[src/rtl/latch_bank_arbiter.sv]
// latch_bank_arbiter
//   Round-robin write controller for a bank of level-sensitive D-latch words.
//   One requester is served per write sequence. Its address and data are
//   captured in IDLE, and the bank is then driven through a fixed sequence:
//   SETUP (data stable, no enable), ENABLE (one enable high for EN_CYC
//   cycles) and HOLD (enable low, data still stable, grant pulse). The latch
//   inputs therefore never change while a latch is transparent.
//
// Parameters
//   N_REQ  : number of requesters (2..8)
//   DW     : data word width
//   AW     : word address width; the bank has 2**AW words
//   EN_CYC : cycles the selected latch enable stays high (>= 1)
//
// Ports
//   clk     : clock; all state changes on the rising edge
//   rst     : synchronous active-high reset
//   req     : per-requester write request (level, held until gnt)
//   wdata   : requester i data at [i*DW +: DW]
//   waddr   : requester i word address at [i*AW +: AW]
//   gnt     : one-hot completion pulse, high for the HOLD cycle
//   bank_d  : data driven to every latch word
//   bank_le : one-hot latch enable, the "clock" of the latch words
//   busy    : high in every state except IDLE
module latch_bank_arbiter #(
  parameter int N_REQ  = 4,
  parameter int DW     = 8,
  parameter int AW     = 2,
  parameter int EN_CYC = 2
) (
  input  logic                 clk,
  input  logic                 rst,
  input  logic [N_REQ-1:0]     req,
  input  logic [N_REQ*DW-1:0]  wdata,
  input  logic [N_REQ*AW-1:0]  waddr,
  output logic [N_REQ-1:0]     gnt,
  output logic [DW-1:0]        bank_d,
  output logic [(2**AW)-1:0]   bank_le,
  output logic                 busy
);

  localparam int IW = $clog2(N_REQ);
  localparam int CW = (EN_CYC > 1) ? $clog2(EN_CYC) : 1;

  typedef enum logic [1:0] {
    IDLE   = 2'd0,
    SETUP  = 2'd1,
    ENABLE = 2'd2,
    HOLD   = 2'd3
  } state_t;

  state_t              state;
  state_t              next_state;

  logic [IW-1:0]       last_winner;
  logic [IW-1:0]       win_idx;
  logic [AW-1:0]       cap_addr;
  logic [CW-1:0]       en_cnt;

  logic                arb_valid;
  logic [IW-1:0]       arb_idx;

  logic [N_REQ-1:0]    gnt_nxt;
  logic [(2**AW)-1:0]  bank_le_nxt;
  logic                busy_nxt;

  // Round-robin search: start one past the last winner and take the first
  // set request bit, wrapping from N_REQ-1 back to 0.
  // NOTE: every always_comb output gets a default before any branch, so no
  // path leaves a signal unassigned and no latch is inferred.
  always_comb begin
    arb_valid = 1'b0;
    arb_idx   = '0;
    for (int off = 1; off <= N_REQ; off++) begin
      if (!arb_valid && req[(int'(last_winner) + off) % N_REQ]) begin
        arb_valid = 1'b1;
        arb_idx   = IW'((int'(last_winner) + off) % N_REQ);
      end
    end
  end

  // State register.
  // NOTE: sequential state uses non-blocking assignments so every flop
  // samples the pre-edge values regardless of process ordering.
  always_ff @(posedge clk) begin
    if (rst) state <= IDLE;
    else     state <= next_state;
  end

  // Next-state logic.
  always_comb begin
    next_state = state;
    case (state)
      IDLE:    if (arb_valid) next_state = SETUP;
      SETUP:   next_state = ENABLE;
      ENABLE:  if (en_cnt == '0) next_state = HOLD;
      HOLD:    next_state = IDLE;
      default: next_state = IDLE;
    endcase
  end

  // Output decode from the next state. The results are registered below, so
  // bank_le and gnt come straight from flops and cannot glitch into the
  // latch enables.
  always_comb begin
    gnt_nxt     = '0;
    bank_le_nxt = '0;
    busy_nxt    = (next_state != IDLE);
    case (next_state)
      ENABLE:  bank_le_nxt[cap_addr] = 1'b1;
      HOLD:    gnt_nxt[win_idx]      = 1'b1;
      default: ;
    endcase
  end

  // Output flops and captured request. bank_d doubles as the captured data
  // register: it loads only on the IDLE->SETUP edge and is otherwise held.
  // NOTE: the capture registers are reset along with the control state,
  // because bank_d is a visible output with a defined reset value.
  always_ff @(posedge clk) begin
    if (rst) begin
      gnt         <= '0;
      bank_le     <= '0;
      busy        <= 1'b0;
      bank_d      <= '0;
      cap_addr    <= '0;
      win_idx     <= '0;
      en_cnt      <= '0;
      last_winner <= IW'(N_REQ - 1);
    end else begin
      gnt     <= gnt_nxt;
      bank_le <= bank_le_nxt;
      busy    <= busy_nxt;
      case (state)
        IDLE: begin
          if (arb_valid) begin
            win_idx  <= arb_idx;
            cap_addr <= waddr[int'(arb_idx)*AW +: AW];
            bank_d   <= wdata[int'(arb_idx)*DW +: DW];
          end
        end
        SETUP:   en_cnt <= CW'(EN_CYC - 1);
        ENABLE:  if (en_cnt != '0) en_cnt <= en_cnt - CW'(1);
        HOLD:    last_winner <= win_idx;
        default: ;
      endcase
    end
  end

endmodule

[config.mk]
export PLATFORM = sky130hd
export DESIGN_NAME = latch_bank_arbiter
export DESIGN_NICKNAME = d
export VERILOG_FILES = /design/src/rtl/latch_bank_arbiter.sv
export SDC_FILE = /design/constraint.sdc
export NUM_CORES = 1
export LEC_CHECK = 0
export ABC_AREA = 1
export CAP_MARGIN = 20
export CELL_PAD_IN_SITES_DETAIL_PLACEMENT = 1
export CELL_PAD_IN_SITES_GLOBAL_PLACEMENT = 1
export CORE_UTILIZATION = 30
export DETAILED_ROUTE_END_ITERATION = 7
export MAX_ROUTING_LAYER = met4
export PLACE_DENSITY_LB_ADDON = 0.1
export SYNTH_ARGS = -nofsm -noshare
export SYNTH_HDL_FRONTEND = slang
export SYNTH_SLANG_ARGS = --single-unit
[constraint.sdc]
create_clock -name clk -period 2.4 [get_ports clk]
set_clock_uncertainty 0.2 [all_clocks]
set_input_delay 0.48 -clock clk [delete_from_list [all_inputs] [get_ports clk]]
set_output_delay 0.48 -clock clk [all_outputs]
set_load 0.1 [all_outputs]
==> results by group <==
Outcome
  • Outcome: completed

Clock tree
  • Resized Gates After CTS: 0
  • H-Tree Depth: 1
  • Worst-Skew Late Latency: 0.27 ns
  • CTS tree: yes
  • Cts hold-fix bufs: 0
  • CTS Buf Count: 3
  • Deepest clock path buffer count: 2
  • Root Buffer: clkbuf_8
  • Sink Count: 26
  • Setup bufs post-CTS: 0
  • Worst-path clk slew: ~0.08 ns

Timing
  • F_max: 0.449 GHz
  • Slew HR: 0.733
  • Total negative slack: 0 ns
  • Final Hold Viols: 0
  • Worst slew pin tran: 0.401 ns
  • Fin crit share: 0.927
  • Final Max Tran Viols: 0
  • Setup Viol. Count Final: 0
  • Final min period: 2.23 ns
  • Unrepaired setup endpoints after global routing: no

Pwr
  • Clk pwr share: 0.072
  • Lkg Pwr: 1.29 nW
  • Max VDD drop: 0.000729 V
  • Fraction of power spent switching nets: 0.552
  • Int Power: 0.00151 W
  • Switching pwr: roughly 0.0019 W
  • Power Dens Cells: approximately 1400 mW/mm^2
  • Combinational power share: 0.730
  • Sequential group share of total power: 0.198

Worst hold path
  • Hold Path Class: flip-flop to flip-flop
  • Hold Path Depth: 1

Final layout
  • Fillers: between 700 and 800
  • Share of cells above drive strength 1: 0.195
  • Antenna diodes: 0
  • Final nets: 386
  • Finished Cell Area: 0.00249 sq mm
  • P&R area growth vs syn: 43.3%

Yosys
  • Sequential area share after synthesis: 0.300
  • Ys Warns: 0
  • Top-area cell type share of the netlist area: 0.300
  • Cells after Synth: 263
  • Yosys cell types: 27
  • Top cells by area, synth: dfxtp_1, nand2_1, nand3_1
  • Post-Syn Area per Cell: 6.60 sq um
  • Post-synth top flop: dfxtp_1
  • EDFF count, synth: 0
  • Syn_nets: between 300 and 400
  • FFs w/ async S/R, synth: 0
  • Cell Area, Synth: roughly 0.0017 sq mm
  • Area leader, netlist: dfxtp_1
  • Synthesized flop and latch total: 26

Routing
  • DRT Pass-1 Iters: 4
  • Via count: 1818
  • Metal2 WL: 2270 um
  • Routed wl met3: 173 um
  • Drt drc: 0
  • Met1 wire length: 1990 um
  • Final wirelength: between 4000 and 5000 um
  • Drt wl/cell: 11.0 um
  • Via-per-instance ratio: 4.48
  • Top layer in use: met4
  • DR iter-0 viols: 34
  • Detail Route Antenna Nets: 0

Floorplanning
  • Initial Utilization: 0.313
  • Row count: 27
  • Die Width: 78.1 um
  • Die ar.: 0.00609 sq mm
  • # IOs: 63
  • Core area: ~0.0055 sq mm
  • Die height: approximately 78 um

GRT
  • Antenna violations before repair: 0
  • Vias in the first global route: 1864
  • Largest net degree at the start of global routing: 22
  • GRT overflow: 0
  • Global-route wire length before repair: 7910 um
  • Total track usage: 0.167

Worst setup path
  • Startpoint Class: input port
  • CP peak stage delay: 0.49 ns
  • Kind of critical path: input port to flip-flop
  • R2R cell count: 15
  • Most frequent cell on the critical path: nand2_1
  • Crit-path cells: clkdlybuf4s50_1 > nand2_1 > nand2_2 > nand2_1 > nand2_2 > nand2_2 > nand2_1 > nand2_1 > nand2_4 > nand2_4 > inv_1 > nand2_1 > nand3_1 > nand2_1 > nor2_1
  • Req. time, crit path: 2.41 ns
  • Critical path endpoint category: flip-flop
  • CP Max Fanout: 21
  • Critical Path Slowest Stage Cell: clkdlybuf4s50_1
  • Critical Path AT: ~2.2 ns

Placed design
  • Placed Area: 0.00244 sq mm
  • Hpwl dp: 3710 um
  • I/O Buffers: 62
  • RD Place Congestion: 0.774

Run
  • Max Cap Viol: 0
==> cells in the mapped netlist (2+ instances only) <==
library cell	n
nor2_2	2
ha_1	4
nand3_2	2
nand2_4	7
nor2_1	25
nand3_1	42
nand2_1	59
a21oi_1	8
dfxtp_1	26
buf_6	4
inv_2	5
nor3_1	8
nand2_2	9
o21ai_0	5
inv_1	45
==> layer usage <==
layer,up-vias,track usage
li1,950,-
met1,823,0.188
met2,41,0.307
met3,4,0.0267
met4,0,0.0389
met5,-,-
==> flip-flops by register name, summed over array words and instances, names as in the netlist <==
name	cells
last_winner	2
bank_d	8
en_cnt	1
state	2
win_idx	2
gnt	4
cap_addr	2
busy	1
bank_le	4
==> power groups by stage <==
stage	sequential, W	combinational, W	clock [W]
detailed placement	0.000682	0.00249	0
floorplan	0.00122	0.00135	0
global placement	0.000679	0.00247	0
CTS	0.000673	0.00251	0.000255
global route	0.000690	0.00271	0.000271
finish	0.000670	0.00247	0.000244
==> metrics by stage <==
step / instances / worst slack (ns) / util / total power, W / hold WS, ns
3_5_place_dp: 403 / -0.128 / 0.441 / 0.00318 / 0.246
2_1_floorplan: 263 / 0.557 / - / 0.00257 / 0.222
5_1_grt: 406 / 0.0166 / 0.449 / 0.00367 / 0.285
4_1_cts: 406 / 0.154 / 0.449 / 0.00344 / 0.260
3_3_place_gp: 403 / -0.114 / 0.441 / 0.00315 / 0.240
6_report: 406 / 0.175 / 0.449 / 0.00338 / 0.255
==> final timing paths <==
path	end	slack [ns]	from
worst min register to register	bank_le[1]	0.25	cap_addr[1]
worst min-delay path	bank_le[1]	0.25	cap_addr[1]
worst max register to register	bank_d[2]	0.23	last_winner[0]
worst max-delay path	bank_d[6]	0.17	req[0]
==> worst max-delay path: cells and delay by family <==
kind,cells,cell delay [ns]
buffers and inverters,2,0.66
AND/OR/NAND/NOR,13,1.08
==> placed cells by master (no fill, tap or decap), types with 5 or more instances in the layout <==
| cell | netlist | layout |
|---|---|---|
| o21ai_0 | 5 | 5 |
| nand2_2 | 9 | 9 |
| nand2_4 | 7 | 7 |
| nor3_1 | 8 | 8 |
| dfxtp_1 | 26 | 26 |
| nand2_1 | 59 | 59 |
| inv_2 | 5 | 5 |
| inv_1 | 45 | 45 |
| nand3_1 | 42 | 42 |
| buf_4 | 0 | 29 |
| a21oi_1 | 8 | 8 |
| clkdlybuf4s50_1 | 0 | 45 |
| nor2_1 | 25 | 25 |
==> cell families after synthesis <==
kind of cell	synth area share
fa+ha+maj	0.0288
compound gates	0.0469
flops	0.300
simple gates	0.455
buf+inv	0.169
==> area by class of cell <==
type                            instances  area [sq um]  share of cell area
Clock buffer                            3          41.3              0.0166
Inverter                               52           205              0.0825
Multi-Input combinational cell        177           921               0.370
Sequential cell                        26           520               0.209
Tap cell                               72          90.1              0.0362
Timing Repair Buffer                   76           708               0.285
Note: power is estimated with default switching activity, not from simulation.
